<file path="src/rtl/par_cntr_seq_ctrl_pkg.sv">
// par_cntr_seq_ctrl_pkg: shared state encoding and width defaults for the counter sequencer
package par_cntr_seq_ctrl_pkg;
   localparam int CNT_W_DEF = 4;
   localparam int REP_W_DEF = 8;
   localparam logic [CNT_W_DEF-1:0] CNT_MAX = '1;
   typedef enum logic [1:0] {IDLE, LOAD, RUN} state_e;
endpackage

</file>
<file path="src/rtl/par_cntr_rep_tracker.sv">
// par_cntr_rep_tracker: counts rollovers against the latched repetition count
import par_cntr_seq_ctrl_pkg::*;
module par_cntr_rep_tracker #(
   parameter int REP_W = REP_W_DEF
) (
   input  logic             clk,
   input  logic             rstn,
   input  logic             start_i,
   input  logic             roll_i,
   input  logic [REP_W-1:0] reps_i,
   output logic             last_o
);
   logic [REP_W-1:0] reps_q, rep_q;
   // one extra bit keeps rep_q+1 from wrapping when reps is all-ones
   assign last_o = ({1'b0, rep_q} + (REP_W+1)'(1)) >= {1'b0, reps_q};
   always_ff @(posedge clk) begin
      if (!rstn) begin
         reps_q <= '0;
         rep_q  <= '0;
      end else if (start_i) begin
         reps_q <= (reps_i == '0) ? REP_W'(1) : reps_i;
         rep_q  <= '0;
      end else if (roll_i) begin
         rep_q <= last_o ? '0 : rep_q + REP_W'(1);
      end
   end
endmodule

</file>
<file path="src/rtl/par_cntr_seq_ctrl.sv">
// par_cntr_seq_ctrl: drives a loadable counter through preload..max intervals,
// reloading on carry and reporting rollovers as tick/done pulses
import par_cntr_seq_ctrl_pkg::*;
module par_cntr_seq_ctrl #(
   parameter int CNT_W = CNT_W_DEF,
   parameter int REP_W = REP_W_DEF
) (
   input  logic             clk,
   input  logic             rstn,
   input  logic             cfg_valid,
   output logic             cfg_ready,
   input  logic [CNT_W-1:0] cfg_preload,
   input  logic [REP_W-1:0] cfg_reps,
   input  logic             cfg_periodic,
   input  logic             abort,
   output logic             cntr_load,
   output logic             cntr_en,
   output logic [CNT_W-1:0] cntr_i,
   input  logic             cntr_carry,
   output logic             tick,
   output logic             done,
   output logic             busy
);
   state_e           state_q, state_d;
   logic [CNT_W-1:0] preload_q;
   logic             periodic_q, tick_q, done_q, last, accept, roll;
   assign accept    = cfg_valid && state_q == IDLE;
   assign roll      = state_q == RUN && cntr_carry && !abort;
   // load/en stay combinational so the reload lands in the carry cycle itself
   assign cntr_load = (state_q == LOAD && !abort) || (roll && (!last || periodic_q));
   assign cntr_en   = state_q == RUN && !cntr_carry && !abort;
   assign cntr_i    = preload_q;
   assign cfg_ready = state_q == IDLE;
   assign busy      = state_q != IDLE;
   assign tick      = tick_q;
   assign done      = done_q;
   assign state_d   = accept                          ? LOAD :
                      (state_q != IDLE && abort)      ? IDLE :
                      (state_q == LOAD)               ? RUN  :
                      (roll && last && !periodic_q)   ? IDLE : state_q;
   always_ff @(posedge clk) begin
      if (!rstn) begin
         state_q    <= IDLE;
         preload_q  <= '0;
         periodic_q <= 1'b0;
         tick_q     <= 1'b0;
         done_q     <= 1'b0;
      end else begin
         state_q <= state_d;
         tick_q  <= roll;
         done_q  <= roll && last;
         if (accept) begin
            preload_q  <= cfg_preload;
            periodic_q <= cfg_periodic;
         end
      end
   end
   par_cntr_rep_tracker #(.REP_W(REP_W)) u_reps (
      .clk    (clk),
      .rstn   (rstn),
      .start_i(accept),
      .roll_i (roll),
      .reps_i (cfg_reps),
      .last_o (last)
   );
endmodule

</file>
<file path="config.mk">
export PLATFORM = sky130hd
export DESIGN_NAME = par_cntr_seq_ctrl
export DESIGN_NICKNAME = d
export VERILOG_FILES = /design/src/rtl/par_cntr_seq_ctrl_pkg.sv /design/src/rtl/par_cntr_rep_tracker.sv /design/src/rtl/par_cntr_seq_ctrl.sv
export SDC_FILE = /design/constraint.sdc
export NUM_CORES = 1
export LEC_CHECK = 0
export CORE_MARGIN = 1
export CORE_UTILIZATION = 48
export CTS_CLUSTER_SIZE = 12
export DETAILED_ROUTE_END_ITERATION = 8
export PLACE_DENSITY_LB_ADDON = 0.08
export SYNTH_ARGS = -nofsm -noshare
export SYNTH_HDL_FRONTEND = slang
export SYNTH_SLANG_ARGS = --single-unit
export TNS_END_PERCENT = 100
</file>
<file path="constraint.sdc">
create_clock -name clk -period 3.9 [get_ports clk]
set_clock_uncertainty 0.2 [all_clocks]
set_input_delay 0.585 -clock clk [delete_from_list [all_inputs] [get_ports clk]]
set_output_delay 0.585 -clock clk [all_outputs]
set_load 0.05 [all_outputs]
</file>
==> impl_results.md <==
- Status: complete, no violations
- Slew Viols, Final: 0
- Data required time of the worst path: roughly 3.1 ns
- Port Buffers: 27
- Synthesized area: 0.00137 mm2
- Sequential area share after synthesis: 0.366
- GRT overflow: 0
- Netlist cell types: 35
- Period Utilization, post-route: 0.909
- Sinks on Clock Net: 25
- Vias in the first global route: between 1,000 and 1,500
- Worst-margin pin slew: 0.509 ns
- Finished Core Util: 0.645
- Fmax: between 200 and 300 MHz
- HP Class: register to register
- Die Y: 55.4 um
- Final net count: 222
- Placement Setup Slack: 0.725 ns
- Fillers: 232
- Antenna diodes: 0
- Pleak: about 0.64 nW
- FF-to-FF setup slack: approximately 1.2 ns
- Synthesis warning total: 0
- Syn_nets: 196
- Gr usage total: 0.197
- TritonCTS clock tree: yes
- Peak VDD IR: 0.000265 V
- Gpl congestion: between 0.8 and 0.9
- # IOs: 28
- Vias per std cell: approximately 5.4
- Worst Reg-to-Reg Cells: 11
- Synthesized instance count: 169
- Setup ws final: approximately 0.36 ns
- Crit Path Max Fanout: 6
- Largest net degree at the start of global routing: 17
- Avg WL per Cell: 12.6 um
- Hold path cells: 2
- Antenna violations before repair: 0
- R2r endpoint: u_reps.rep_q[5]$_SDFFE_PP0P_
- Clock Tree Root: clkbuf_4
- Avg Inst Size Synth: 8.08 um2
- Final Hold Fails: 0
- 1st-pass router iterations: 5
- Starting density of the core: 0.528
- RSZ-0062 raised after global routing: no
- Area Growth Syn to Fin: 22.3%
- DRC violations left: 0
- Crit Path Class: register to output port
- # setup viols final: 0
- HPWL Detailed: 2.19 mm
- CTS clock-pin slew for the worst setup and hold paths: between 0.1 and 0.15 ns
- Critical path arrival: roughly 2.8 ns
- Setup TNS: 0 ns
- Flops & latches, synth: 25
- WHS Endpoint: cntr_i[0]$_SDFFE_PN0P_
- Min Tclk post-route: 3.54 ns
- Share of cells above drive strength 1: 0.0722
- Post-synth top flop: dfxtp_1
- EDFF count, synth: 0
- Core area: ~0.0026 mm2
- Cts hold-fix bufs: 0
- Most common cell after layout, fill and taps aside: nand2_1
- MaxCap Viol Count: 0
- Share of async-settable or async-resettable flops after synthesis: 0
- Commonest cells after routing, fill and taps aside: nand2_1, clkdlybuf4s50_1, dfxtp_1, a21oi_1, inv_1
- Longest Clk Path Bufs: 2
- First-pass GRT wire length: roughly 5 mm
- Via total after detailed routing: roughly 1,200
- H-Tree Depth: 1
- Initial DRC Count: 38
- Routed wire length: 2.82 mm
- PD cells: 290 mW/mm2
- Post-route ant nets: 0
- Worst setup SP type: register
- Rel. slew slack: 0.660
- Worst skew pair latency: between 0.3 and 0.4 ns
- CTS Buf Count: 3
- Die X-Extent: roughly 55 um
- Setup Buffers After CTS: 0
- CP Capture Type: output port
- Placement Rows: 18
- Die Area: 0.00306 mm2
- Resize count post-CTS: 0
- Hold path startpoint: cntr_i[0]$_SDFFE_PN0P_
- R2r startpoint: u_reps.rep_q[0]$_SDFFE_PP0P_
-- synth_stat cells (all sizes together), types with 3 or more instances --
cell	n	share of area
xor2	3	0.019
nor2b	3	0.014
nand4	6	0.027
nand2	38	0.10
a31oi	3	0.014
ha	9	0.082
nor3	4	0.023
nand3	7	0.035
a21oi	24	0.093
nor2	7	0.019
dfxtp	25	0.37
xnor2	3	0.019
buf	6	0.035
inv	10	0.027
-- cell families (layout without fill, tap and decap cells) --
group           Yosys count  count (layout)  synth area share
buf+inv                  18              43            0.0678
simple gates             76              76             0.285
flops                    25              25             0.366
compound gates           35              35             0.160
fa+ha+maj                 9               9            0.0824
xor+xnor                  6               6            0.0385
-- area by class of cell --
| class | count | area, um2 | share of cell area |
|---|---|---|---|
| Clock buffer | 3 | 22.5 | 0.0135 |
| Multi-Input combinational cell | 126 | 773 | 0.463 |
| Tap cell | 30 | 37.5 | 0.0225 |
| Sequential cell | 25 | 500 | 0.299 |
| Inverter | 10 | 37.5 | 0.0225 |
| Clock inverter | 1 | 5.00 | 0.00299 |
| Timing Repair Buffer | 29 | 295 | 0.177 |
-- worst max-delay path, stage by stage, from the launching register on --
cell and delay (ns):
dfxtp_1 0.44, ha_1 0.29, nand3_4 0.14, nor2_1 0.19, xor2_1 0.18, ha_1 0.27, a21oi_2 0.15, o22ai_2 0.10
nor3_4 0.15, a21oi_2 0.09, o2bb2ai_1 0.26, buf_12 0.18
-- worst max path at each step --
stage / startpoint / end / depth (start not counted)
2_1_floorplan: u_reps.rep_q[0]$_SDFFE_PP0P_ / cntr_load / 10
3_3_place_gp: u_reps.rep_q[0]$_SDFFE_PP0P_ / cntr_load / 11
3_5_place_dp: u_reps.rep_q[0]$_SDFFE_PP0P_ / cntr_load / 11
4_1_cts: u_reps.rep_q[0]$_SDFFE_PP0P_ / cntr_load / 11
5_1_grt: u_reps.rep_q[0]$_SDFFE_PP0P_ / cntr_load / 11
6_report: u_reps.rep_q[0]$_SDFFE_PP0P_ / cntr_load / 11
-- flip-flops by register name, summed over array words and instances (netlist names) --
name,flops
u_reps.reps_q,8
tick,1
state_q,2
done,1
periodic_q,1
u_reps.rep_q,8
cntr_i,4
-- stage by stage --
stage	cells	cell area [um2]	total power, W	hold WS, ns
floorplan	169	1370	0.000335	0.236
finish	224	1670	0.000485	0.266
detailed placement	220	1640	0.000376	0.250
global placement	220	1640	0.000374	0.241
CTS	224	1670	0.000489	0.267
global route	224	1670	0.000511	0.286
-- routing by layer --
layer	global-route usage	share of wire	vias to the layer above
met5	0	0	-
met4	0.0571	0.0046	0
met3	0.0609	0.052	2
met1	0.239	0.45	542
met2	0.334	0.49	25
li1	-	-	642
-- power breakdown --
| group | internal (W) | switching (W) |
|---|---|---|
| clock network | 0.0000384 | 0.0000765 |
| registers | 0.000265 | 0.00000585 |
| logic | 0.0000412 | 0.0000576 |
No activity file was read; power rests on OpenSTA's default activity.
